File: src/rtl/uart_pkg.sv
// Shared UART types, defaults and helpers for the receiver and transmitter.
package uart_pkg;

   localparam int unsigned UART_DATA_BITS  = 8;
   localparam int unsigned UART_OVERSAMPLE = 16;

   typedef enum logic [1:0] {
      IDLE  = 2'd0,
      START = 2'd1,
      DATA  = 2'd2,
      STOP  = 2'd3
   } rx_state_t;

   // Clock cycles per oversample tick (integer division, rounds down).
   function automatic int unsigned calc_tick_div(input int unsigned clk_hz,
                                                 input int unsigned baud,
                                                 input int unsigned os);
      return clk_hz / (baud * os);
   endfunction

endpackage

File: src/rtl/uart_baud_tick.sv
// Oversample tick generator: one-cycle tick every TICK_DIV clocks, phase
// realignable through a synchronous clear.
module uart_baud_tick
   import uart_pkg::*;
#(
   parameter int unsigned TICK_DIV = calc_tick_div(50_000_000, 115_200, UART_OVERSAMPLE)
)(
   input  logic clk,
   input  logic rst,
   input  logic clear,
   output logic tick
);

   localparam int unsigned CW = (TICK_DIV > 1) ? $clog2(TICK_DIV) : 1;
   localparam logic [CW-1:0] LAST = CW'(TICK_DIV - 1);

   logic [CW-1:0] cnt;

   // Free-running divider; clear restarts the tick phase at zero.
   always_ff @(posedge clk) begin
      if (rst || clear) begin
         cnt <= '0;
      end else if (cnt == LAST) begin
         cnt <= '0;
      end else begin
         cnt <= cnt + 1'b1;
      end
   end

   assign tick = (cnt == LAST);

endmodule

File: src/rtl/uart_rx.sv
// 8N1 UART receiver: oversampled start/data/stop recovery, LSB first, with a
// valid/ready holding register and single-cycle framing/overrun pulses.
module uart_rx
   import uart_pkg::*;
#(
   parameter int unsigned CLK_FREQ_HZ = 50_000_000,
   parameter int unsigned BAUD        = 115_200,
   parameter int unsigned OVERSAMPLE  = UART_OVERSAMPLE,
   parameter int unsigned DATA_BITS   = UART_DATA_BITS
)(
   input  logic                 clk,
   input  logic                 rst,
   input  logic                 rx,
   output logic [DATA_BITS-1:0] rx_data,
   output logic                 rx_valid,
   input  logic                 rx_ready,
   output logic                 frame_err,
   output logic                 overrun,
   output logic                 busy
);

   localparam int unsigned TICK_DIV = calc_tick_div(CLK_FREQ_HZ, BAUD, OVERSAMPLE);
   localparam int unsigned SW       = $clog2(OVERSAMPLE);
   localparam int unsigned BW       = (DATA_BITS > 1) ? $clog2(DATA_BITS) : 1;

   localparam logic [SW-1:0] S_MID  = SW'(OVERSAMPLE / 2 - 1);
   localparam logic [SW-1:0] S_LAST = SW'(OVERSAMPLE - 1);
   localparam logic [BW-1:0] B_LAST = BW'(DATA_BITS - 1);

   rx_state_t            state;
   logic                 rx_m;
   logic                 rx_s;
   logic                 rx_d;
   logic                 start_edge;
   logic                 tick;
   logic [SW-1:0]        s_cnt;
   logic [BW-1:0]        bit_idx;
   logic [DATA_BITS-1:0] shift;
   logic                 byte_done;

   // Two-flop synchronizer plus one delayed copy for falling-edge detection.
   always_ff @(posedge clk) begin
      if (rst) begin
         rx_m <= 1'b1;
         rx_s <= 1'b1;
         rx_d <= 1'b1;
      end else begin
         rx_m <= rx;
         rx_s <= rx_m;
         rx_d <= rx_s;
      end
   end

   // A held-low line (break) never produces an edge, so it cannot retrigger.
   assign start_edge = (state == IDLE) && rx_d && !rx_s;

   uart_baud_tick #(
      .TICK_DIV (TICK_DIV)
   ) u_tick (
      .clk   (clk),
      .rst   (rst),
      .clear (start_edge),
      .tick  (tick)
   );

   // Frame recovery FSM: mid-bit sampling of start, data and stop bits.
   always_ff @(posedge clk) begin
      if (rst) begin
         state     <= IDLE;
         s_cnt     <= '0;
         bit_idx   <= '0;
         shift     <= '0;
         byte_done <= 1'b0;
         frame_err <= 1'b0;
      end else begin
         byte_done <= 1'b0;
         frame_err <= 1'b0;
         unique case (state)
            IDLE: begin
               if (start_edge) begin
                  state <= START;
                  s_cnt <= '0;
               end
            end
            START: begin
               if (tick) begin
                  if (s_cnt == S_MID) begin
                     if (rx_s) begin
                        state <= IDLE;
                     end else begin
                        state   <= DATA;
                        s_cnt   <= '0;
                        bit_idx <= '0;
                     end
                  end else begin
                     s_cnt <= s_cnt + 1'b1;
                  end
               end
            end
            DATA: begin
               if (tick) begin
                  if (s_cnt == S_LAST) begin
                     shift[bit_idx] <= rx_s;
                     s_cnt          <= '0;
                     if (bit_idx == B_LAST) begin
                        bit_idx <= '0;
                        state   <= STOP;
                     end else begin
                        bit_idx <= bit_idx + 1'b1;
                     end
                  end else begin
                     s_cnt <= s_cnt + 1'b1;
                  end
               end
            end
            STOP: begin
               // Leaving at mid stop bit re-arms start detection half a bit early.
               if (tick) begin
                  if (s_cnt == S_LAST) begin
                     if (rx_s) begin
                        byte_done <= 1'b1;
                     end else begin
                        frame_err <= 1'b1;
                     end
                     s_cnt <= '0;
                     state <= IDLE;
                  end else begin
                     s_cnt <= s_cnt + 1'b1;
                  end
               end
            end
            default: state <= IDLE;
         endcase
      end
   end

   assign busy = (state != IDLE);

   // Holding register: load when empty or being drained, otherwise drop and flag.
   always_ff @(posedge clk) begin
      if (rst) begin
         rx_data  <= '0;
         rx_valid <= 1'b0;
         overrun  <= 1'b0;
      end else begin
         overrun <= 1'b0;
         if (byte_done) begin
            if (!rx_valid || rx_ready) begin
               rx_data  <= shift;
               rx_valid <= 1'b1;
            end else begin
               overrun <= 1'b1;
            end
         end else if (rx_valid && rx_ready) begin
            rx_valid <= 1'b0;
         end
      end
   end

endmodule
File: config.mk
export PLATFORM = sky130hd
export DESIGN_NAME = uart_rx
export DESIGN_NICKNAME = d
export VERILOG_FILES = /design/src/rtl/uart_pkg.sv /design/src/rtl/uart_baud_tick.sv /design/src/rtl/uart_rx.sv
export SDC_FILE = /design/constraint.sdc
export NUM_CORES = 1
export LEC_CHECK = 0
export CAP_MARGIN = 30
export CORE_ASPECT_RATIO = 0.5
export CORE_MARGIN = 4
export CORE_UTILIZATION = 35
export DETAILED_ROUTE_END_ITERATION = 12
export DONT_BUFFER_PORTS = 1
export PLACE_DENSITY = 0.53
export SLEW_MARGIN = 40
export SYNTH_ARGS = -nofsm -noshare
export SYNTH_HDL_FRONTEND = slang
export SYNTH_SLANG_ARGS = --single-unit
File: constraint.sdc
create_clock -name clk -period 2.25 [get_ports clk]
set_clock_uncertainty 0.05 [all_clocks]
set_input_delay 0.45 -clock clk [delete_from_list [all_inputs] [get_ports clk]]
set_output_delay 0.45 -clock clk [all_outputs]
set_load 0.005 [all_outputs]
==> impl_metrics.ini <==
[sta]
setup_tns_ns = 0
rsz0062_at_grt = no
finalSetupViolations = 0
max_freq_mhz = 546.1
worst_pin_slew_ns = 0.5532
timing.hold.ws_ns = 0.1631
slew_headroom_pct = 63.11
period_share_pct = 81.39
hold_viol = 0
maxSlewViolCount = 0
min_period_ns = 1.831

[setup_path]
cp_data_arrival_time_ns = 1.98
crit_family = compound AO/OA/AOI/OAI gates
end_kind = flip-flop
cp_max_fo = 17
cpMaxStageDelayCell = dfxtp_1
worstSetupPathType = reg -> reg
required_ns = 2.40
rr_endpoint = s_cnt[3]$_SDFFE_PP0P_
slowest_delay_ns = 0.63
worstPathCellList = and4bb_2, a211oi_1, a22oi_1, o32ai_1
cp_num_buf_inv = 0
rr_worst_depth = 4
startpoint_type = flip-flop
reg2reg_slack_ns = 0.42

[pwr]
power.density_nw_per_um2 = 759.5
p_leak_nw = 0.7016
vdd_drop_max_mv = 0.2647

[synth]
synth_ff_type = dfxtp_1
synth_top_area_share_pct = 43.92
syn_nets = 200
ys_ff_latch = 37
syn_area_per_cell_um2 = 8.830
synth.area.top_cells = dfxtp_1 44%, nand3_1 5.9%, a21oi_1 5.6%
async_reset_ff_share_pct = 0
synth_cell_type_count = 41
yosys_warnings = 0
syn_inst = 191
synth_edf_count = 0
synth_top_cell_by_area = dfxtp_1
yosysSeqAreaShare_pct = 43.92
syn_area_um2 = 1687

[clocking]
post_cts_buffers = 0
cts_buffer_depth = 2
cts_hold_buf = 0
root_buffer = clkbuf_8
cts_tree = yes
cts_sinks = 37
cts_resized = 0
worstSkewPairLatency_ns = 0.30
htreeDepth = 2
numCtsBuffers = 5
clkTransAtPathRegs_ns = 0.08

[floorplanning]
die_height_um = 57.09
die-area_um2 = 6061
initial_utilization_pct = 37.23
core_area_um2 = 4531
ioPinCount = 16
die_x_um = 106.2
row_count = 17

[finish]
final_common_cell = dfxtp_1
final_cell_mix = 37 x dfxtp_1, 21 x nor2_1, 20 x nand3_1, 19 x a21oi_1, 11 x inv_1
nNetsFinal = 199
antenna_cells = 0
num-fill-cells = 457
syn_to_final_growth_pct = 11.13
drive_above_1_share_pct = 8.901

[drt]
wl_met3_um = 141
wirelength_um = 3381
via_per_inst = 5.202
maxUsedRoutingLayer = met4
firstDrtPassIters = 4
wl_per_cell_um = 13.16
via_count = 1337
wl_met2_um = 1481
met1_length_um = 1683
ant_nets = 0
drt_iter0_drc = 87
drc = 0

[global_route]
grt_remaining_overflow = 0
antenna_found_initial = 0
grt_pass1_vias = 1276
grt_pass1_wl_um = 5940
grtUsageTotal_pct = 12.48
grt_max_degree = 33

[outcome]
status = finished clean

[hold_path]
min_to = shift[4]$_SDFFE_PP0P_
hold_path.class = in -> reg
hold_path.startpoint = rst
hold_depth = 1

[job]
maxCapViolations = 0

[placed_design]
place_hpwl_um = 2399
place_congestion = 0.7962
port_buffers = 0
## kinds of logic (layout without fill, tap and decap cells)
group,Yosys count,count (layout),share of synthesized area [%]
AOI/OAI and AO/OA,45,45,17.21
xor gates and xnor gates,3,3,1.558
adders and majority gates,5,5,3.709
buffers and inverters,21,21,5.267
DFF,37,37,43.92
muxes,9,9,5.341
and+or+nand+nor,71,71,23.00
## synthesized netlist by cell type, types with 2 or more instances
cell type and instances:
nor3_1 4, nor2_1 21, xor2_1 2, o21ai_0 8, nand3_1 20, a211oi_1 4
o41ai_1 2, ha_1 5, nand4_1 2, o211ai_1 3, clkbuf_1 6, a21oi_1 19
nand2b_1 4, mux2i_1 9, nor3b_1 2, buf_2 2, and3_1 3, or2_2 3
dfxtp_1 37, or3_1 3, inv_1 11, o32ai_1 2
## state kept, by name, summed over array words and instances, names as in the netlist, named ones only
register / cells
rx_data: 8
shift: 8
u_tick.cnt: 5
s_cnt: 4
bit_idx: 3
byte_done: 1
frame_err: 1
overrun: 1
rx_d: 1
rx_m: 1
rx_s: 1
rx_valid: 1
state: 1
## how the worst max path moves through the flow
stage                        startpoint                       to  slack, ns  cells after the start
6_report                      flip-flop    s_cnt[3]$_SDFFE_PP0P_       0.42                      4
5_1_grt                       flip-flop    s_cnt[3]$_SDFFE_PP0P_       0.23                      4
4_1_cts           s_cnt[0]$_SDFFE_PP0P_    shift[0]$_SDFFE_PP0P_       0.43                      5
3_5_place_dp      s_cnt[0]$_SDFFE_PP0P_    shift[0]$_SDFFE_PP0P_       0.43                      5
3_3_place_gp   u_tick.cnt[0]$_SDFF_PP0_    s_cnt[3]$_SDFFE_PP0P_       0.49                      6
2_1_floorplan           rx_s$_SDFF_PP1_  bit_idx[0]$_SDFFE_PP0P_       0.58                      5
## where the power goes
part / switching (mW) / total (mW) / internal, mW
registers: 0.0130 / 0.677 / 0.664
clock network: 0.251 / 0.697 / 0.446
logic: 0.0277 / 0.0491 / 0.0214
## stage by stage
step	utilization, %	worst slack, ns	std cells	instance area (um^2)	power [mW]
2_1_floorplan	-	0.5834	191	1687	0.7396
3_3_place_gp	38.33	0.4873	249	1737	0.7411
3_5_place_dp	38.33	0.4284	249	1737	0.7424
4_1_cts	41.37	0.4264	257	1874	1.447
5_1_grt	41.37	0.2291	257	1874	1.487
6_report	41.37	0.4188	257	1874	1.423
## cell type report
type                    count  area (um^2)  share of cell area (%)
multi-input cells         133        857.1                   45.73
clock buffers               5        68.82                   3.672
repair buffers              2        15.01                  0.8011
flip-flops and latches     37        740.7                   39.52
clock inverters             3        68.82                   3.672
inverters                  11        41.29                   2.203
well taps                  66        82.58                   4.406
## per-layer routing
metal,vias up,GRT usage [%]
met5,-,0
met4,0,5.904
met3,10,4.633
met2,17,19.80
met1,624,15.18
li1,686,-
## worst register-to-register path, delay by kind of cell, from the launching register on
family             cells  cell delay, ns
AOI/OAI and AO/OA      3            0.73
DFF                    1            0.63
and+or+nand+nor        1            0.33
(Power assumes the default switching activity.)
